[src/rtl/instruction_fetch_sequencer.sv]
// instruction_fetch_sequencer: owns the program counter, issues one instruction
// fetch at a time and hands each returned word to decode with its PC+4. A
// one-entry hold buffer absorbs a response that arrives while decode is
// stalled. Responses to fetches made obsolete by a redirect are squashed.
module instruction_fetch_sequencer #(
    parameter logic [31:0] RESET_VECTOR = 32'hBFC00000
) (
    input  logic        CLOCK,
    input  logic        RESET,
    input  logic        Stall_IN,
    input  logic        Redirect_IN,
    input  logic [31:0] RedirectAddress_IN,
    output logic        IMemRequest_OUT,
    output logic [31:0] IMemAddress_OUT,
    input  logic        IMemReady_IN,
    input  logic        IMemResponseValid_IN,
    input  logic [31:0] IMemData_IN,
    output logic        InstructionValid_OUT,
    output logic [31:0] Instruction_OUT,
    output logic [31:0] InstructionAddressPlus4_OUT,
    output logic        AlignmentFault_OUT
);

    typedef enum logic [1:0] {
        REQUEST   = 2'd0,  // presenting FetchPC to memory
        WAIT_RESP = 2'd1,  // one fetch outstanding, result wanted
        HOLD      = 2'd2,  // result parked in the hold buffer, decode stalled
        DISCARD   = 2'd3   // one fetch outstanding, result is wrong-path
    } fetchState_t;

    // The low two bits of the vector are forced to zero so fetches stay aligned.
    localparam logic [31:0] RESET_PC = {RESET_VECTOR[31:2], 2'b00};

    fetchState_t state, stateNext;
    logic [31:0] fetchPC, fetchPCNext;
    logic [31:0] inFlightPC, inFlightPCNext;
    logic        slotValid, slotValidNext;
    logic [31:0] slotInstr, slotInstrNext;
    logic [31:0] slotPlus4, slotPlus4Next;
    logic [31:0] holdInstr, holdInstrNext;
    logic [31:0] holdPlus4, holdPlus4Next;
    logic        alignFault, alignFaultNext;

    // Request is a pure function of state; reset masks it in the same cycle.
    assign IMemRequest_OUT             = (state == REQUEST) && !RESET;
    assign IMemAddress_OUT             = fetchPC;
    assign InstructionValid_OUT        = slotValid;
    assign Instruction_OUT             = slotInstr;
    assign InstructionAddressPlus4_OUT = slotPlus4;
    assign AlignmentFault_OUT          = alignFault;

    // Next-state and datapath update; a redirect overrides every other action.
    always_comb begin
        // NOTE: every signal assigned below gets a default first, so no path
        // through the branches leaves one unassigned and no latch is inferred.
        stateNext      = state;
        fetchPCNext    = fetchPC;
        inFlightPCNext = inFlightPC;
        slotValidNext  = slotValid && Stall_IN;  // consumed unless decode stalls
        slotInstrNext  = slotInstr;
        slotPlus4Next  = slotPlus4;
        holdInstrNext  = holdInstr;
        holdPlus4Next  = holdPlus4;
        alignFaultNext = 1'b0;

        if (Redirect_IN) begin
            fetchPCNext    = {RedirectAddress_IN[31:2], 2'b00};
            slotValidNext  = 1'b0;
            holdInstrNext  = '0;
            holdPlus4Next  = '0;
            alignFaultNext = |RedirectAddress_IN[1:0];
            case (state)
                // A handshake this cycle leaves a stale fetch in memory to squash.
                REQUEST:   stateNext = IMemReady_IN ? DISCARD : REQUEST;
                WAIT_RESP: stateNext = IMemResponseValid_IN ? REQUEST : DISCARD;
                HOLD:      stateNext = REQUEST;
                DISCARD:   stateNext = IMemResponseValid_IN ? REQUEST : DISCARD;
                default:   stateNext = REQUEST;
            endcase
        end else begin
            case (state)
                REQUEST: begin
                    if (IMemReady_IN) begin
                        inFlightPCNext = fetchPC;
                        fetchPCNext    = fetchPC + 32'd4;
                        stateNext      = WAIT_RESP;
                    end
                end
                WAIT_RESP: begin
                    if (IMemResponseValid_IN) begin
                        if (!slotValid || !Stall_IN) begin
                            slotValidNext = 1'b1;
                            slotInstrNext = IMemData_IN;
                            slotPlus4Next = inFlightPC + 32'd4;
                            stateNext     = REQUEST;
                        end else begin
                            holdInstrNext = IMemData_IN;
                            holdPlus4Next = inFlightPC + 32'd4;
                            stateNext     = HOLD;
                        end
                    end
                end
                HOLD: begin
                    if (!Stall_IN) begin
                        slotValidNext = 1'b1;
                        slotInstrNext = holdInstr;
                        slotPlus4Next = holdPlus4;
                        stateNext     = REQUEST;
                    end
                end
                DISCARD: begin
                    if (IMemResponseValid_IN) begin
                        stateNext = REQUEST;
                    end
                end
                default: stateNext = REQUEST;
            endcase
        end
    end

    // State register with synchronous reset back to the reset vector.
    always_ff @(posedge CLOCK) begin
        // NOTE: non-blocking assignments here, so every register samples the
        // pre-edge values regardless of statement order.
        if (RESET) begin
            state      <= REQUEST;
            fetchPC    <= RESET_PC;
            inFlightPC <= '0;
            slotValid  <= 1'b0;
            slotInstr  <= '0;
            slotPlus4  <= '0;
            holdInstr  <= '0;
            holdPlus4  <= '0;
            alignFault <= 1'b0;
        end else begin
            state      <= stateNext;
            fetchPC    <= fetchPCNext;
            inFlightPC <= inFlightPCNext;
            slotValid  <= slotValidNext;
            slotInstr  <= slotInstrNext;
            slotPlus4  <= slotPlus4Next;
            holdInstr  <= holdInstrNext;
            holdPlus4  <= holdPlus4Next;
            alignFault <= alignFaultNext;
        end
    end

endmodule

[config.mk]
export PLATFORM = sky130hd
export DESIGN_NAME = instruction_fetch_sequencer
export DESIGN_NICKNAME = d
export VERILOG_FILES = /design/src/rtl/instruction_fetch_sequencer.sv
export SDC_FILE = /design/constraint.sdc
export NUM_CORES = 1
export LEC_CHECK = 0
export ABC_AREA = 1
export CORE_MARGIN = 3
export CORE_UTILIZATION = 50
export CTS_BUF_LIST = sky130_fd_sc_hd__clkbuf_8
export CTS_CLUSTER_DIAMETER = 80
export CTS_CLUSTER_SIZE = 28
export DETAILED_ROUTE_END_ITERATION = 12
export MAX_ROUTING_LAYER = met4
export PLACE_DENSITY = 0.77
export SKIP_CTS_REPAIR_TIMING = 1
export SLEW_MARGIN = 30
export SYNTH_ARGS = -nofsm -noshare
export SYNTH_HDL_FRONTEND = slang
export SYNTH_SLANG_ARGS = --single-unit
[constraint.sdc]
create_clock -name CLOCK -period 2.25 [get_ports CLOCK]
set_input_delay 0.45 -clock CLOCK [delete_from_list [all_inputs] [get_ports CLOCK]]
set_output_delay 0.45 -clock CLOCK [all_outputs]
set_load 0.02 [all_outputs]
Yosys cells after proc, flatten, opt, wreduce, memory -nomap -nowiden
Index checks and enable logic that the tools add are counted.
Widths: inputs -> output; s select.

storage, ports and cells
  bits in registers = 196
  bits of input ports = 70
  output and inout port bits = 99
  word-level logic and storage cells = 69

cells by class
  add/sub/neg operators = 2
  eq/ne operators = 10
  muxes and demuxes = 25
  bitwise operators = 2
  reduce and logical (&&, ||, !) cells = 20

operators with widths
  operator               count
  $mux 32                9
  $pmux 32 s2            2
  $add 32x3->32 const B  2
  $mux 2                 8
  $ne 3x3->1 const B     4
  $pmux 2 s4             1
  $reduce_or 2->1        4
  $ne 2x2->1 const B     3
  $pmux 2 s3             1
  $reduce_and 3->1       2
  $reduce_bool 2->1      3
  $reduce_and 5->1       1
  $eq 2x2->1 const B     2
  $reduce_and 2->1       2
  $reduce_and 4->1       1
  $logic_not 1->1        3
  $mux 1                 3
  $eq 2x1->1 const B     1
  $logic_and 1x1->1      2
  $logic_not 2->1        1
  $not 1->1              2
  $pmux 1 s2             1
  $logic_or 1x1->1       1

Depth between registers and ports, before layout
  depth after elaboration = 6
  mapped depth = 11
  gate-level depth less buffers = 10

Least setup slack after synthesis
Ideal clock, no wire load.

  path kind = input port to output port
  from = in RESET
  to = out IMemRequest_OUT
  arrival = 1.347 ns
  data required time = 1.800 ns
  setup slack = 0.453 ns
  stages on the path = 4
  path buffers = 3
  cell sequence = buf_2 -> buf_1 -> clkbuf_1 -> nor2_1

between the ends
  longest elaborated chain between the ends = 2

ends and longest elaborated chain
  element            line  text
  from (decl)        9     input logic RESET,
  $logic_not 1->1    45    assign IMemRequest_OUT = (state == REQUEST) && !RESET;
  $logic_and 1x1->1  45
  to (decl)          13    output logic IMemRequest_OUT,

No other way between the ends.

Worst setup path in the final report
  from = reg fetchPC[15], in the netlist IMemAddress_OUT[15]
  to = out IMemAddress_OUT[15]

RTL lines
  element                 line  text
  from (decl)             35    logic [31:0] fetchPC, fetchPCNext;
  from (signal assigned)  137   fetchPC <= fetchPCNext;
  to (decl)               14    output logic [31:0] IMemAddress_OUT,

No word-level cell between the ends.

==> impl_metrics.py <==
metrics = {
    "status": {
        "status": "completed",
    },
    "global_routing": {
        "grt_max_degree": 62,
        "grt-ovfl-total": 0,
        "antenna_found_initial": 0,
        "grt_pass1_vias": 8521,
        "grt_usage_pct": 26.8,
        "grt_pass1_wl_um": 43400,
    },
    "synth": {
        "synth_cells": 1369,
        "yosysTopAreaCell": "dfxtp_1",
        "synth_top_area_share_pct": 40.5,
        "yosysWarnings": 0,
        "syn-cell-area_um2": 9290,
        "synth.top_cells.by_area": "dfxtp_1, nand2_1, o21ai_0, nor2_1, a21oi_1",
        "ys_ff_latch": 188,
        "avgSynthCellArea_um2": 6.78,
        "ys_seq_area_share_pct": 40.5,
        "synth_cell_types": 43,
    },
    "timing": {
        "rsz0062_at_grt": "no",
        "fin_crit_ps": 2120,
        "fin_skew_ps": 19.0,
        "slew_viol_final": 0,
        "setup_viol": 0,
        "hold_viol": 0,
        "fmax_mhz": 473,
        "min_period_over_period_pct": 94.0,
    },
    "setup_path": {
        "endpoint_kind": "output port",
        "crit_path_start_kind": "flop",
        "crit_family": "buffers and inverters",
        "worstPathRequired_ps": 1800,
        "path_buf_inv": 1,
        "cp_cell_sequence": "clkdlybuf4s50_1",
        "arrival_ps": 1670,
        "critical_path_class": "flop to output port",
        "max_stage_delay_ps": 680,
        "worst_path_max_delay_cell": "clkdlybuf4s50_1",
        "worstPathMaxFanout": 7,
    },
    "die": {
        "die_width_um": 142,
        "io_pins": 169,
        "start_util_pct": 51.4,
        "chipHeight_um": 142,
        "die_area_um2": 20200,
        "row_count": 49,
        "core_um2": 18100,
    },
    "power": {
        "power_w": 0.00830,
        "ir_drop_mv": 0.458,
        "power_density_nw_per_um2": 720,
        "p_leak_nw": 4.72,
    },
    "drt": {
        "routedWlPerCell_um": 15.3,
        "detail_route.iter0.violations": 686,
        "drcViolationCount": 0,
        "viasPerCell": 5.35,
        "vias": 9346,
        "antenna_left": 0,
        "dr.pass1.iters": 5,
        "drt_wl_total_um": 26700,
    },
    "clock_tree": {
        "cts_buffers": 17,
        "clock_path_buffers": 2,
        "worstSkewPairLatency_ps": 460,
        "cts_tree": "built",
        "cts_root_buf": "clkbuf_8",
        "path_clk_slew_ps": 110,
        "cts.htree.levels": 4,
        "cts.sinks": 188,
    },
    "job": {
        "drv_cap": 0,
    },
    "hold_path": {
        "hp-class": "flop to flop",
    },
    "layout": {
        "instances_no_fill": 1748,
        "nNetsFinal": 1584,
        "area_growth_pct": 24.2,
        "finish.instance_area_um2": 11500,
        "antenna_cells": 0,
        "drive_gt1_share_pct": 7.57,
    },
    "place": {
        "dp_cells": 1717,
        "globalplace.congestion": 0.972,
        "hpwlAfterDp_um": 19300,
        "portBuffers": 164,
        "place_area_um2": 11200,
    },
}
## area by class of cell
cell class / count / area [µm²]
repair buffers: 191 / 1950
multi-input cells: 963 / 4620
well taps: 229 / 287
clock buffers: 18 / 248
fillers: 1628 / 6550
inverters: 146 / 549
clock inverters: 13 / 128
flip-flops and latches: 188 / 3760
## worst paths after layout
| kind | from | endpoint | slack, ps | depth (start not counted) |
|---|---|---|---|---|
| max | IMemAddress_OUT[15] | IMemAddress_OUT[15] | 130 | 1 |
| min | holdPlus4[4] | holdPlus4[4] | 470 | 2 |
| max reg2reg | state[1] | holdInstr[22] | 410 | 9 |
| min reg2reg | holdPlus4[4] | holdPlus4[4] | 470 | 2 |
## registers in the layout, summed over array words and instances, names as in the netlist
register / flops
Instruction_OUT: 32
holdInstr: 32
InstructionValid_OUT: 1
AlignmentFault_OUT: 1
state: 2
IMemAddress_OUT: 30
InstructionAddressPlus4_OUT: 30
inFlightPC: 30
holdPlus4: 30
## routing by layer
layer  GRT usage (%)  share of wire, %  wire length, µm  vias to the layer above
li1                -                 -                -                     4717
met1            34.7                44            11800                     4238
met2            44.0                47            12700                      352
met3            3.80               6.0             1610                       39
met4            7.95               2.5              655                        0
met5               -                 0                0                        -
## stage by stage
step	hold slack (ps)	setup TNS [ps]	utilization, %	worst slack, ps
after CTS	475	-98.5	63.8	-98.5
after global routing	491	0	63.8	69.8
after floorplan	424	0	-	453
after global placement	433	0	61.7	188
final	473	0	63.8	135
after detailed placement	460	0	61.7	149
## kinds of logic after synthesis
group	Yosys count	share of synthesized area, %
fa+ha+maj	7	0.943
buf+inv	221	9.93
flops	188	40.5
xor+xnor	16	1.51
compound gates	369	20.7
other cells	1	0.0404
simple gates	567	26.3
## cells in the final DEF (no fill, tap or decap), types with 2 or more instances in the layout
cell type	count
nand3_1	49
a211oi_1	9
a22oi_1	2
nor2_1	207
a31oi_1	7
nor2_4	10
inv_8	5
inv_1	134
conb_1	4
a211oi_2	2
dfxtp_1	188
xnor2_1	6
nor2_2	13
buf_12	8
inv_6	3
nand2_2	10
clkdlybuf4s50_1	163
nor3_1	7
clkinv_2	2
nand2_4	2
nand2_1	246
o21ai_1	52
ha_1	6
nor3_2	2
nand4_1	8
o21ai_0	158
inv_2	11
clkbuf_8	18
nand3b_1	6
o211ai_1	2
nand3_2	3
a21oi_1	131
clkinvlp_4	2
buf_4	19
xor2_1	10
## where the power goes
group,internal (W),switching [W],leakage [nW]
Combinational,0.000930,0.00130,3.00
Sequential,0.00363,0.000267,1.53
Clock,0.000845,0.00133,0.188
## synth_stat cells
cell      count
a211oi_1      9
a211oi_2      2
a21o_1        1
a21oi_1     131
a221oi_1      1
a22o_1        1
a22oi_1       2
a311oi_1      1
a31oi_1       7
a32oi_1       1
buf_1         4
buf_2        25
buf_4         8
buf_6         4
clkbuf_1     34
clkinv_2      1
conb_1        1
dfxtp_1     188
ha_1          7
inv_1       135
inv_2        10
nand2_1     246
nand2_2      10
nand2_4       2
nand3_1      49
nand3_2       3
nand3b_1      6
nand4_1       8
nor2_1      207
nor2_2       13
nor2_4       10
nor2_8        1
nor3_1        7
nor3_2        2
nor3b_1       1
nor4_1        1
o211a_1       1
o211ai_1      2
o21ai_0     158
o21ai_1      52
or2_2         1
xnor2_1       6
xor2_1       10
Power figures use the tool's default switching activity.
==> edit 1 (same settings) <==
Re-encode `fetchState_t` (4 states) as one-hot, 4 bits wide.
--- a/src/rtl/instruction_fetch_sequencer.sv
+++ b/src/rtl/instruction_fetch_sequencer.sv
@@ -22,9 +22,9 @@
 );
 
-    typedef enum logic [1:0] {
-        REQUEST   = 2'd0,  // presenting FetchPC to memory
-        WAIT_RESP = 2'd1,  // one fetch outstanding, result wanted
-        HOLD      = 2'd2,  // result parked in the hold buffer, decode stalled
-        DISCARD   = 2'd3   // one fetch outstanding, result is wrong-path
+    typedef enum logic [3:0] {
+        REQUEST   = 4'b0001,  // presenting FetchPC to memory
+        WAIT_RESP = 4'b0010,  // one fetch outstanding, result wanted
+        HOLD      = 4'b0100,  // result parked in the hold buffer, decode stalled
+        DISCARD   = 4'b1000   // one fetch outstanding, result is wrong-path
     } fetchState_t;
 
Function: no difference found for any inputs over 4 cycles, from zero or initial values and one cycle with RESET high; so few cycles prove little.
==> edit 1 against the unedited design <==
- setup slack gained 4.8 ps
- synthesized area grew 1.1%
- wire length shrank 3.7%
- via count grew 1.4%
- sequential cell count grew 2
- design area grew 0.88%
- die area grew 1.0%
- register-to-register slack lost 90 ps
Power is not compared: it rests on default switching activity, and its combinational part moved more than twofold at a synthesized area within 25%.
==> edit 1: results (changes against the unedited design) <==
Max FO, Critical Path: 6 (-1)
Dominant cells by area after synthesis: dfxtp_1 (41%), nand2_1 (11%), o21ai_0 (10%), nor2_1 (9.2%), inv_1 (6.6%)
Vias in the first global route: 8585 (+0.75%)
Fin crit share: 0.9379 (-0.002125)
Top cells by count, synth: nand2_1 (272), nor2_1 (231), o21ai_0 (192)
First-pass GRT wire length: 42730 um (-1.4%)
Yosys Warn Count: 0 (unchanged)
Reg-to-reg setup timing slack: 320 ps (-90 ps)
Total track usage: 0.2612 (-0.007301)
Fillers: 1715 (+5.3%)
RePlAce Congestion: 0.9553 (-1.7%)
Peak supply drop: 0.3508 mV
Slowest-stage cell, CP: clkdlybuf4s50_1
Hold Path Class: flop to flop
Async SR Flop Fraction: 0 (unchanged)
DP HPWL: 18630 um (-3.2%)
Setup_tns: 0 ps (unchanged)
Layout cells sized above 1: 0.05991 (-0.01580)
Clock skew: 14.86 ps (-4.175 ps)
Initial DRC count: 689 (+0.44%)
Dpl ws: 78.28 ps (-70.76 ps)
Largest net degree at the start of global routing: 109 (+76%)
Synth cell types: 37 (-14%)
Final WL: 25740 um (-3.7%)
# nets final: 1628 (+2.8%)
Status: complete, no violations
Vias/cell: 5.270 (-1.4%)
Sequential element share of the synthesized area: 0.4053 (about the same)
==> edit 1: changes by cell type in the layout (fill, tap and decap cells not counted), moves of 14 or more <==
cell | before | now
inv_1 | 134 | 164
a21oi_1 | 131 | 117
o21ai_0 | 158 | 192
nor2_1 | 207 | 230
o21ai_1 | 52 | 2
nand2_1 | 246 | 272
==> edit 1: path summary, 6_finish.rpt <==
check	cells past startpoint	endpoint	start
worst max register to register	10	holdPlus4[22]	inFlightPC[2]
worst max-delay path	1	IMemAddress_OUT[14]	IMemAddress_OUT[14]
worst min register to register	2	holdInstr[1]	holdInstr[1]
worst min-delay path	2	holdInstr[1]	holdInstr[1]
==> edit 1: final cells by class <==
type / instances / area, um^2 / share of cell area
tap: 229 / 286.5 / 0.02462
clock buffer: 17 / 234.0 / 0.02010
multi-input combinational: 982 / 4568 / 0.3925
sequential: 190 / 3804 / 0.3268
timing repair buffer: 196 / 1959 / 0.1684
clock inverter: 15 / 152.6 / 0.01312
inverter: 169 / 634.4 / 0.05450
==> edit 1: routing by layer <==
| layer | wire length (um) | track usage | share of wire | vias up |
|---|---|---|---|---|
| li1 | - | - | - | 4828 |
| met1 | 12280 | 0.3676 | 0.48 | 4326 |
| met2 | 11860 | 0.4021 | 0.46 | 305 |
| met3 | 1403 | 0.03985 | 0.055 | 16 |
| met4 | 195 | 0.05153 | 0.0076 | 0 |
| met5 | 0 | - | 0 | - |
==> edit 1: through the flow <==
step	cells	area [um^2]	power (mW)	utilization	hold WS [ps]
2_1_floorplan	1416	9397	4.155	-	424.5
3_3_place_gp	1766	11240	4.586	0.6175	431.6
3_5_place_dp	1766	11240	4.597	0.6175	439.8
4_1_cts	1798	11630	6.780	0.6388	454.0
5_1_grt	1798	11640	7.035	0.6392	470.9
6_report	1798	11640	6.734	0.6392	452.2
==> edit 1: worst min-delay path, stage by stage, from the launching register on <==
cell and delay, ps:
dfxtp_1 310, inv_1 50, a21oi_1 50
==> edit 1: where the power goes <==
part / leakage, nW / switching, mW / internal [mW] / total (mW)
sequential: 1.54 / 0.136 / 3.47 / 3.60
clock: 0.189 / 1.29 / 0.912 / 2.20
combinational: 3.06 / 0.525 / 0.402 / 0.927
total: 4.79 / 1.95 / 4.78 / 6.73
==> edit 1: kinds of logic after synthesis <==
group	Yosys count	share of synthesized area
XOR/XNOR	17	0.01586
adder cells (fa/ha/maj)	2	0.002666
AO/OA/AOI/OAI	341	0.1890
multiplexers	1	0.001067
AND/OR/NAND/NOR	617	0.2752
flip-flops	190	0.4053
buffers and inverters	244	0.1105
other	1	0.0003996
==> edit 2 (config.mk and constraints unchanged) <==
Made on the original files. `RESET_VECTOR`: 32'hBFC00000 -> 32'h5FE00000.
--- a/src/rtl/instruction_fetch_sequencer.sv
+++ b/src/rtl/instruction_fetch_sequencer.sv
@@ -4,5 +4,5 @@
 // stalled. Responses to fetches made obsolete by a redirect are squashed.
 module instruction_fetch_sequencer #(
-    parameter logic [31:0] RESET_VECTOR = 32'hBFC00000
+    parameter logic [31:0] RESET_VECTOR = 32'h5FE00000
 ) (
     input  logic        CLOCK,
Function: changed (Yosys sat finds a counterexample within 4 cycles, from zero or initial values and one cycle with RESET high).
==> edit 2 against the unedited design <==
- design area is 0.43% lower
- clock power is 5% higher
- sequential share of layout area is 0.14 points higher
- non-clock buffer count is 3 lower
- final cell count is 0.17% higher
- synthesized area hardly changed
- critical path depth stayed put
- via count is 2.4% lower
- sequential cell count stayed put
- wire length is 2.3% lower
- total power is 1.0% higher
- setup slack worse by 6.8 ps
- critical endpoint is now IMemAddress_OUT[4]
==> edit 2: results (changes against the unedited design) <==
Worst setup path endpoint: IMemAddress_OUT[4]
Post-Syn Instances: 1376 (+0.51%)
Wire per inst: 14.92 um (-2.4%)
Clock skew: 16.26 ps (-2.776 ps)
Sequential Power: 3.90 mW (about the same)
Slowest-stage cell, CP: clkdlybuf4s50_1
DP HPWL: 18900 um (-1.9%)
Async SR Flop Fraction: 0 (unchanged)
Dpl ws: 95.18 ps (-53.86 ps)
Placed cells: 1719 (+0.12%)
Top cells by count, synth: nand2_1 (269), nor2_1 (226), dfxtp_1 (188)
Internal: 5.516 mW (+2.0%)
Status: complete, no violations
Hold path depth: 2 (unchanged)
Endpoint of the lowest-slack register-to-register path: IMemAddress_OUT[11]
Clock-pin slew on the worst setup and hold paths: 100 ps
Fillers: 1702 (+4.5%)
Setup crit start: IMemAddress_OUT[4]
Final WL: 26130 um (-2.3%)
Min Hold Slack: 456.8 ps (-15.69 ps)
Peak supply drop: 0.3542 mV (-23%)
First-pass GRT wire length: 42570 um (-1.8%)
Yosys Warn Count: 0 (unchanged)
RePlAce Congestion: 0.8929 (-8.2%)
Synth cell types: 44 (+2.3%)
Layout cells sized above 1: 0.07162 (-0.004091)
Clk power: 2.28 mW (+5%)
Vias/cell: 5.209 (-2.6%)
Diodes inserted: 0 (unchanged)
Max FO, Critical Path: 8 (+1)
Sequential element share of the synthesized area: 0.4053 (about the same)
Vias in the first global route: 8501 (-0.23%)
R2r startpoint: state[0]
IO Port Bufs: 164 (unchanged)
Total track usage: 0.2668 (-0.001696)
Placed Area: 11080 um^2 (-0.67%)
R2R cell count: 8 (-1)
Final core occ: 0.6351 (-0.002767)
CTS H-Tree Depth: 4 (unchanged)
Fin crit period: 2122 ps (+6.753 ps)
Delay-heaviest family, CP: buffers and inverters
Initial DRC count: 583 (-15%)
Leak: 4.687 nW (-0.76%)
Share of total power in the clock network: 0.272 (+0.010)
Clk_lat worst skew: 470 ps
Largest net degree at the start of global routing: 65 (+4.8%)
Reg-to-reg setup timing slack: 350 ps (-60 ps)
Dominant cells by area after synthesis: dfxtp_1 (41%), nand2_1 (11%), o21ai_0 (9.6%), nor2_1 (9.1%), a21oi_1 (6.8%)
Hold Path Class: flop to flop
# nets final: 1586 (+0.13%)
[edit 2: kinds of logic after synthesis]
family | after synthesis | share of synthesized area
and+or+nand+nor | 591 | 0.2660
adders and majority gates | 7 | 0.009431
buffers and inverters | 211 | 0.09633
other | 1 | 0.0004038
DFF | 188 | 0.4053
xor gates and xnor gates | 17 | 0.01684
AOI/OAI and AO/OA | 361 | 0.2057
[edit 2: cell type report]
| type | count | area share |
|---|---|---|
| Sequential cell | 188 | 0.3276 |
| Inverter | 134 | 0.04400 |
| Clock inverter | 14 | 0.01329 |
| Clock buffer | 18 | 0.02157 |
| Multi-Input combinational cell | 980 | 0.4043 |
| Timing Repair Buffer | 188 | 0.1643 |
| Tap cell | 229 | 0.02494 |
[edit 2: layer usage]
layer / GRT usage / share of wire
met5: - / 0
met4: 0.07071 / 0.018
met3: 0.03797 / 0.046
met2: 0.4132 / 0.45
met1: 0.3678 / 0.49
